**src/rtl/rr_arb_pkg.sv**
```systemverilog
// Shared encodings for the two-channel round-robin packet arbiter.
package rr_arb_pkg;

  typedef enum logic [1:0] {
    ST_IDLE   = 2'd0,
    ST_LOCK_A = 2'd1,
    ST_LOCK_B = 2'd2
  } arb_state_e;

  localparam logic SEL_A = 1'b0;
  localparam logic SEL_B = 1'b1;

endpackage

```
**src/rtl/rr_out_slice.sv**
```systemverilog
// Valid/ready output register: loads a muxed beat, holds it under backpressure,
// and drains it when the consumer accepts.
module rr_out_slice #(
  parameter int unsigned DATA_W = 8
) (
  input  logic              clk,
  input  logic              rst,
  input  logic              load,
  input  logic [DATA_W-1:0] in_data,
  input  logic              in_last,
  input  logic              y_ready,
  output logic [DATA_W-1:0] y_data,
  output logic              y_last,
  output logic              y_valid
);

  logic [DATA_W-1:0] data_q, data_d;
  logic              last_q, last_d;
  logic              valid_q, valid_d;

  // load is only possible when the slot is empty or draining, so held data is never overwritten
  always_comb begin
    data_d  = data_q;
    last_d  = last_q;
    valid_d = valid_q & ~y_ready;
    if (load) begin
      data_d  = in_data;
      last_d  = in_last;
      valid_d = 1'b1;
    end
  end

  always_ff @(posedge clk) begin
    if (rst) begin
      data_q  <= '0;
      last_q  <= 1'b0;
      valid_q <= 1'b0;
    end else begin
      data_q  <= data_d;
      last_q  <= last_d;
      valid_q <= valid_d;
    end
  end

  assign y_data  = data_q;
  assign y_last  = last_q;
  assign y_valid = valid_q;

endmodule

```
**src/rtl/rr_arb_2x1.sv**
```systemverilog
// Two-source round-robin packet arbiter with registered 2:1 mux output.
// Define RR_ARB_GRANT_CNT_EN to add saturating per-source completed-packet counters.
module rr_arb_2x1
  import rr_arb_pkg::*;
#(
  parameter int unsigned DATA_W = 8
`ifdef RR_ARB_GRANT_CNT_EN
  ,
  parameter int unsigned CNT_W  = 16
`endif
) (
  input  logic              clk,
  input  logic              rst,
  input  logic [DATA_W-1:0] a_data,
  input  logic              a_valid,
  input  logic              a_last,
  output logic              a_ready,
  input  logic [DATA_W-1:0] b_data,
  input  logic              b_valid,
  input  logic              b_last,
  output logic              b_ready,
  output logic [DATA_W-1:0] y_data,
  output logic              y_valid,
  output logic              y_last,
  input  logic              y_ready,
  output logic              s,
  output logic              busy
`ifdef RR_ARB_GRANT_CNT_EN
  ,
  output logic [CNT_W-1:0]  cnt_a,
  output logic [CNT_W-1:0]  cnt_b
`endif
);

  arb_state_e        state_q, state_d;
  logic              ptr_q, ptr_d;
  logic              s_q, s_d;
  logic              out_free;
  logic              a_acc, b_acc, load;
  logic [DATA_W-1:0] mux_data;
  logic              mux_last;

  assign out_free = ~y_valid | y_ready;

  always_comb begin
    state_d = state_q;
    ptr_d   = ptr_q;
    s_d     = s_q;
    a_ready = 1'b0;
    b_ready = 1'b0;
    unique case (state_q)
      ST_IDLE: begin
        // on a tie ptr names the last winner, so the other source goes next
        if (a_valid && (!b_valid || ptr_q == SEL_B)) begin
          state_d = ST_LOCK_A;
          s_d     = SEL_A;
        end else if (b_valid) begin
          state_d = ST_LOCK_B;
          s_d     = SEL_B;
        end
      end
      ST_LOCK_A: begin
        a_ready = out_free;
        if (a_valid && out_free && a_last) begin
          state_d = ST_IDLE;
          ptr_d   = SEL_A;
        end
      end
      ST_LOCK_B: begin
        b_ready = out_free;
        if (b_valid && out_free && b_last) begin
          state_d = ST_IDLE;
          ptr_d   = SEL_B;
        end
      end
      default: state_d = ST_IDLE;
    endcase
  end

  always_ff @(posedge clk) begin
    if (rst) begin
      state_q <= ST_IDLE;
      ptr_q   <= SEL_B;
      s_q     <= SEL_A;
    end else begin
      state_q <= state_d;
      ptr_q   <= ptr_d;
      s_q     <= s_d;
    end
  end

  assign a_acc    = a_valid & a_ready;
  assign b_acc    = b_valid & b_ready;
  assign load     = a_acc | b_acc;
  assign mux_data = (s_q == SEL_B) ? b_data : a_data;
  assign mux_last = (s_q == SEL_B) ? b_last : a_last;
  assign s        = s_q;
  assign busy     = (state_q != ST_IDLE);

  rr_out_slice #(
    .DATA_W (DATA_W)
  ) u_out_slice (
    .clk     (clk),
    .rst     (rst),
    .load    (load),
    .in_data (mux_data),
    .in_last (mux_last),
    .y_ready (y_ready),
    .y_data  (y_data),
    .y_last  (y_last),
    .y_valid (y_valid)
  );

`ifdef RR_ARB_GRANT_CNT_EN
  localparam logic [CNT_W-1:0] CntMax = '1;

  logic [CNT_W-1:0] cnt_a_q, cnt_b_q;

  always_ff @(posedge clk) begin
    if (rst) begin
      cnt_a_q <= '0;
      cnt_b_q <= '0;
    end else begin
      if (a_acc && a_last && cnt_a_q != CntMax) cnt_a_q <= cnt_a_q + CNT_W'(1);
      if (b_acc && b_last && cnt_b_q != CntMax) cnt_b_q <= cnt_b_q + CNT_W'(1);
    end
  end

  assign cnt_a = cnt_a_q;
  assign cnt_b = cnt_b_q;
`endif

endmodule
```
**config.mk**
```make
export PLATFORM = sky130hd
export DESIGN_NAME = rr_arb_2x1
export DESIGN_NICKNAME = d
export VERILOG_FILES = /design/src/rtl/rr_arb_pkg.sv /design/src/rtl/rr_out_slice.sv /design/src/rtl/rr_arb_2x1.sv
export SDC_FILE = /design/constraint.sdc
export NUM_CORES = 1
export LEC_CHECK = 0
export CELL_PAD_IN_SITES_DETAIL_PLACEMENT = 0
export CELL_PAD_IN_SITES_GLOBAL_PLACEMENT = 1
export CORE_MARGIN = 1.5
export CORE_UTILIZATION = 30
export CTS_CLUSTER_DIAMETER = 120
export DETAILED_ROUTE_END_ITERATION = 8
export PLACE_DENSITY_LB_ADDON = 0.15
export SETUP_SLACK_MARGIN = 0.2
export SYNTH_ARGS = -nofsm -noshare
export SYNTH_HDL_FRONTEND = slang
export SYNTH_SLANG_ARGS = --single-unit
```
**constraint.sdc**
```tcl
create_clock -name clk -period 2.4 [get_ports clk]
set_input_delay 0.72 -clock clk [delete_from_list [all_inputs] [get_ports clk]]
set_output_delay 0.72 -clock clk [all_outputs]
set_load 0.05 [all_outputs]
```
Word level (Yosys, flattened, before mapping) --
Cells that the tools add are included.
Cells by class: equality and inequality tests 5, muxes and demuxes 15, bitwise gates (word level) 7, reduce and logical (&&, ||, !) cells 14
Operators by type and width (count):
- 1-bit 2-to-1 mux | 8
- 2-bit 2-to-1 mux | 4
- 8-bit 2-to-1 mux | 1
- 2-bit case mux with 3 select lines | 1
- 3-bit AND reduction | 2
- 2-bit nonzero test | 3
- 1-bit logical AND | 5
- 2-bit inequality test (second input constant) | 2
- 1-bit bitwise AND | 3
- 3-bit inequality test (second input constant) | 1
- 2-bit by 1-bit equality test with 1-bit output (second input constant) | 1
- 2-bit equality test (second input constant) | 1
- 2-bit zero test | 1
- 1-bit inverter | 2
- 1-bit bitwise OR | 2
- 1-bit case mux with 2 select lines | 1
- 2-bit AND reduction | 1
- 1-bit zero test | 1
- 1-bit logical OR | 1
Word-level totals: flip-flop bits (word level) 14, bits of input ports 23, output and inout port bits 14

Longest topological paths before layout --
Gate-level depths: netlist (run 1).
word-level depth 6, depth in mapped cells 4

Modules after synthesis --
From an unflattened synthesis (run 1), not the netlist that was laid out.
Second synthesis, totals: cells, all modules 74, area total of the unflattened synthesis 719.4 um^2
By module, submodules not included:
- rr_arb_2x1 | instances 1, cells an instance 41, area each 364.1 um^2, seq. area each 80.1 um^2
- rr_out_slice | instances 1, cells an instance 33, area each 355.3 um^2, seq. area each 200.2 um^2

Worst setup path after synthesis (run 1) --
No wires, ideal clock.
kind input to output, start input port y_ready, end output port a_ready, data arrival time 1.639 ns, slack 0.041 ns, cell stages on the path 3, buffers on the path 1, cell sequence nor2b_1 -> clkbuf_1 -> nor2_1
Between the ends: longest elaborated chain between the ends 2
RTL lines:
- start, declared | RTL line rr_arb_2x1.sv:25 | input logic y_ready,
- 1-bit bitwise OR | RTL line rr_arb_2x1.sv:43 | assign out_free = ~y_valid | y_ready;
- 1-bit 2-to-1 mux | RTL line rr_arb_2x1.sv:51 | unique case (state_q)
- end, declared | RTL line rr_arb_2x1.sv:17 | output logic a_ready,
No other way between the ends.

Final worst setup path (run 1) --
start register u_out_slice.data_q[1], in the netlist u_out_slice.y_data[1], end output port y_data[1]
RTL lines:
- start, declared | RTL line rr_out_slice.sv:17 | logic [DATA_W-1:0] data_q, data_d;
- start signal, assigned | RTL line rr_out_slice.sv:39 | data_q <= data_d;
- end, declared | RTL line rr_arb_2x1.sv:22 | output logic [DATA_W-1:0] y_data,
No word-level cell between the ends.

==> results.yml, run 1 <==
cells_and_area:
  nFillCells: 253
  final_common_cell: "clkdlybuf4s50_1"
  final_util_pct: 48.82
  finalNetCount: 142
  design_area_um2: 1187
  mostFrequentLayoutCells: "clkdlybuf4s50_1, a211oi_1, dfxtp_1"
  n_antenna_cell: 0
  regArea_um2: 280.3
  area_growth_pct: 57.12
  multi_input_area_um2: 426.7
  drive_gt1_share_pct: 21.37
critical_path:
  worst-path-buf-inv: 1
  start_kind: "flop"
  cpMaxStageDelayCell: "clkdlybuf4s50_1"
  cp_cell_sequence: "clkdlybuf4s50_1"
  slowest_delay_ns: 0.81
  cp.depth: 1
  required_ns: 1.68
  rr_worst_depth: 4
  cp.arrival_ns: 1.43
  worstPathMaxFanout: 2
  crit_path_end_kind: "output pin"
  setup.worst_path.class: "reg -> out"
  path_delay_family: "buffers and inverters"
clock_network:
  clock_latency_ns: 0.27
  htree_levels: 1
  numCtsBuffers: 3
  cts_setup_buffers: 0
  ctsResizeCount: 5
  cts_sinks: 14
  clock-root-buffer: "clkbuf_4"
  clk_pin_slew_ns: 0.08
  ctsHoldBuffers: 0
  cts_max_path_buffers: 2
  cts_tree: "built"
timing:
  rsz0062_at_grt: "no"
  hold_viol_final: 0
  tightestPinTransition_ns: 0.5019
  post-route-min-period_ns: 2.146
  fin_crit_sh_pct: 89.43
  slew-limit-headroom_pct: 66.44
  finalSetupViolCount: 0
  drv_slew: 0
  clock_skew_ns: 0.0005900
  fin_setup_tns_ns: 0
  fin_ws_ns: 0.2538
  max_freq_ghz: 0.4659
worst_hold_path:
  min-delay-path-class: "reg -> reg"
  hold-path-cell-count: 2
global_route:
  antenna_found_initial: 0
  met3_usage_pct: 2.542
  grt_overflow_total: 0
  use_met2_pct: 26.04
  grtUsageMet1_pct: 19.52
  track_usage_pct: 15.69
  top_usage_layer: "met2"
  grt_max_degree: 11
  grt_pass1_wl_mm: 3.208
  grt_pass1_vias: 729
routing:
  wl_per_cell_um: 13.20
  viasPerCell: 4.993
  via_count: 734
  drt-pass1-iter-count: 4
  drt_iter0_drc: 11
  antenna_left: 0
  wl_mm: 1.941
  drcViolationCount: 0
floorplan:
  fp.dieH_um: 53.19
  core_area_um2: 2432
  die_x_um: 53.19
  ios: 37
  rows: 18
  initial_core_util_pct: 31.07
  die_area_um2: 2829
placement:
  placed_area_um2: 1145
  preCtsSetupSlack_ns: -0.07193
  place.detailed.hpwl_mm: 1.451
  portBuffers: 36
  gp_congestion: 0.8346
run_status:
  outcome: "complete, no violations"
logic_synthesis:
  synth_area_per_cell_um2: 9.566
  netlist_area_um2: 755.7
  synthDistinctLibCells: 25
  seq_area_frac_synth_pct: 37.09
  syn_nets: 102
  syn_inst: 79
  yosys_warnings: 0
  synth_seq_cells: 14
power_and_ir_drop:
  pwr_density_cell_nw_per_um2: 568.3
  peakVddDrop_v: 0.0003160
  leakage_nw: 0.5130
flow_run:
  cap_violations: 0
## state kept, by name, indices dropped and copies added (netlist names)
| signal | count |
|---|---|
| u_out_slice.y_last | 1 |
| u_out_slice.y_valid | 1 |
| state_q | 2 |
| s | 1 |
| ptr_q | 1 |
| u_out_slice.y_data | 8 |
## kinds of logic (layout without fill, tap and decap cells)
logic type	count (synthesis)	count (layout)	share of synthesized area, %
AO/OA/AOI/OAI	27	27	27.32
buffers and inverters	14	52	8.113
flip-flops	14	14	37.09
multiplexers	9	9	13.25
AND/OR/NAND/NOR	15	15	14.24
## path summary, 6_finish.rpt
| kind | startpoint | to | slack, ns |
|---|---|---|---|
| max | u_out_slice.y_data[1] | y_data[1] | 0.25 |
| min reg2reg | u_out_slice.y_data[2] | u_out_slice.y_data[2] | 0.46 |
| max reg2reg | s | u_out_slice.y_data[0] | 1.01 |
| min | u_out_slice.y_data[2] | u_out_slice.y_data[2] | 0.46 |
## worst register-to-register path, stage by stage, from the launching register on
cell and delay [ns]:
dfxtp_1 0.38, buf_4 0.20, mux2_2 0.36, a211oi_1 0.24
a211oi_1 0.08
## cell type report
| cell class | count | area share, % |
|---|---|---|
| inverter | 10 | 3.161 |
| sequential | 14 | 23.60 |
| tap | 30 | 3.161 |
| clock buffer | 3 | 1.897 |
| multi-input combinational | 51 | 35.93 |
| timing repair buffer | 39 | 32.24 |
## synthesized netlist by cell type (all sizes together)
cell type  instances  area (um^2)
nor2b              1        6.260
mux2i              1        10.01
o31a               1        8.760
a2111oi            1        8.760
buf                2        16.26
clkbuf             2        7.510
nor2               3        11.26
or2b               1        7.510
dfxtp             14        280.3
nand2b             3        18.77
a21oi              2        10.01
nand3b             2        40.04
o211a              1        10.01
a211oi            17        127.6
inv               10        37.54
nand2              2        7.510
mux2               8        90.09
and3               1        6.260
a311o              1        10.01
nand3              1        5.000
a31o               2        17.52
a31oi              1        6.260
nor3               1        5.000
a21o               1        7.510
## power by group
group | leakage, nW | switching (mW) | internal [mW]
registers | 0.115 | 0.0162 | 0.255
clock network | 0.0138 | 0.0720 | 0.0580
logic | 0.385 | 0.155 | 0.119
## metrics by stage
stage | instances | power, mW | hold slack, ns
6_report | 147 | 0.6748 | 0.4567
5_1_grt | 147 | 0.7162 | 0.4784
4_1_cts | 147 | 0.6838 | 0.4588
3_5_place_dp | 144 | 0.5499 | 0.4429
3_3_place_gp | 144 | 0.5476 | 0.4448
2_1_floorplan | 79 | 0.4485 | 0.5342
## per-layer routing
layer  routed length, um  vias up
met3                 111        2
met4                  15        0
li1                    -      369
met1                 904      341
met5                   0        -
met2                 910       22
Note: power is estimated with default switching activity, not from simulation.
==> inputs of run 2 (changes only) <==
CORE_MARGIN = 3   (was 1.5)
GPL_ROUTABILITY_DRIVEN = 0   (was not set)
==> run 2 against run 1 <==
Effect of this change: routed wire length up 9.0%; sequential cell count unchanged; sequential share of layout area down 0.58 points; die area up 12%; largest power group unchanged; highest routed layer unchanged.
==> results.yml, run 2 (same netlist as run 1, synthesis figures left out) <==
run_status:
  outcome: "complete, no violations"
floorplan:
  rows: 17
  initial_core_util_pct: 32.90
  die_area_um2: 3157
  core_area_um2: 2297
  fp.dieH_um: 56.19
  ios: 37
  die_x_um: 56.19
global_route:
  grt_pass1_vias: 764
  track_usage_pct: 13.97
  top_usage_layer: "met2"
  grt_overflow_total: 0
  grt_max_degree: 11
  grtUsageMet1_pct: 17.99
  use_met2_pct: 22.54
  met3_usage_pct: 3.944
  grt_pass1_wl_mm: 3.608
  antenna_found_initial: 0
clock_network:
  clock_latency_ns: 0.28
  cts_max_path_buffers: 2
  htree_levels: 1
  clock-root-buffer: "clkbuf_4"
  cts_setup_buffers: 0
  clk_pin_slew_ns: 0.09
  cts_sinks: 14
  numCtsBuffers: 3
  cts_tree: "built"
routing:
  drt-pass1-iter-count: 4
  viasPerCell: 5.088
  antenna_left: 0
  wl_per_cell_um: 14.30
  wl_mm: 2.116
  drcViolationCount: 0
  via_count: 753
  drt_iter0_drc: 10
critical_path:
  cp_cell_sequence: "clkdlybuf4s50_1"
  r2r_setup_slack_ns: 0.93
  worstPathMaxFanout: 2
  r2r_end: "u_out_slice.y_data[1]"
  start_kind: "flop"
  setup.worst_path.class: "reg -> out"
  rr_worst_depth: 4
  path_delay_family: "buffers and inverters"
  crit_path_end_kind: "output pin"
  cpMaxStageDelayCell: "clkdlybuf4s50_1"
  slowest_delay_ns: 0.80
  cp.arrival_ns: 1.43
  r2r_start: "s"
  required_ns: 1.68
  worst-path-buf-inv: 1
worst_hold_path:
  hp-start: "u_out_slice.y_data[6]"
  whs_endpoint: "u_out_slice.y_data[6]"
  hold-path-cell-count: 2
  min-delay-path-class: "reg -> reg"
placement:
  preCtsSetupSlack_ns: -0.05653
  place_inst: 144
  place.detailed.hpwl_mm: 1.613
  portBuffers: 36
timing:
  clock_skew_ns: 0.006656
  post-route-min-period_ns: 2.153
  slew-limit-headroom_pct: 65.94
  max_freq_ghz: 0.4645
  tightestPinTransition_ns: 0.5101
  drv_slew: 0
  fin_crit_sh_pct: 89.70
  rsz0062_at_grt: "no"
  fin_setup_tns_ns: 0
  fin_ws_ns: 0.2472
  hold_viol_final: 0
  finalSetupViolCount: 0
cells_and_area:
  largest_reg_flops: 8
  area_growth_pct: 61.09
  nFillCells: 234
  n_antenna_cell: 0
  finalNetCount: 144
  mostFrequentLayoutCells: "clkdlybuf4s50_1, a211oi_1, dfxtp_1"
  final_common_cell: "clkdlybuf4s50_1"
  fin_cells: 148
  drive_gt1_share_pct: 23.33
power_and_ir_drop:
  peakVddDrop_v: 0.0002617
  leakage_nw: 0.4973
  pwr_density_cell_nw_per_um2: 596.3
  finalPower_mw: 0.7260
flow_run:
  cap_violations: 0
-- run 2: cell types whose count changed in the layout (fill, tap and decap cells not counted) --
| cell | before | now |
|---|---|---|
| clkbuf_8 | 0 | 1 |
| buf_4 | 6 | 7 |
| buf_6 | 1 | 2 |
| nor2_2 | 2 | 1 |
| dlymetal6s2s_1 | 3 | 1 |
| nor2_4 | 0 | 1 |
| clkdlybuf4s50_1 | 28 | 30 |
-- run 2: worst max-delay path by stage --
stage	start	to	slack (ns)	cells after the start
after floorplan	y_ready	b_ready	0.21	2
after global placement	y_ready	b_ready	-0.02	4
after detailed placement	y_ready	b_ready	-0.06	4
after CTS	u_out_slice.y_valid	y_valid	0.19	1
after global routing	u_out_slice.y_data[6]	y_data[6]	0.21	1
final	u_out_slice.y_data[2]	y_data[2]	0.25	1
-- run 2: layout make-up --
class / count / area (um^2) / area share [%]
well taps: 28 / 35.03 / 2.878
flip-flops and latches: 14 / 280.3 / 23.02
repair buffers: 41 / 396.6 / 32.58
clock buffers: 4 / 36.28 / 2.980
multi-input cells: 51 / 431.7 / 35.46
inverters: 10 / 37.54 / 3.083
-- run 2: repair_timing --
action,CTS,global route
hold buffers,0,0
gates cloned,0,0
pin swaps,0,0
resized for setup,7,1
endpoints found under the setup margin,2,1
-- run 2: per-layer routing --
layer | part of all wire (%) | wire, um
met1 | 44 | 932
met2 | 47 | 989
met3 | 8.5 | 180
met4 | 0.66 | 14
met5 | 0 | 0
-- run 2: power by group --
part | total [mW] | internal [mW] | leakage, nW | switching, mW
Combinational | 0.279 | 0.123 | 0.362 | 0.157
Sequential | 0.273 | 0.255 | 0.115 | 0.0183
Clock | 0.173 | 0.0922 | 0.0210 | 0.0810
-- run 2: stage by stage --
step	util (%)	cell area, um^2	hold slack [ns]
after detailed placement	50.38	1157	0.4439
after global placement	50.38	1157	0.4426
final	53.00	1217	0.4575
after global routing	53.00	1217	0.4867
after floorplan	-	758.2	0.5342
after CTS	52.89	1215	0.4604
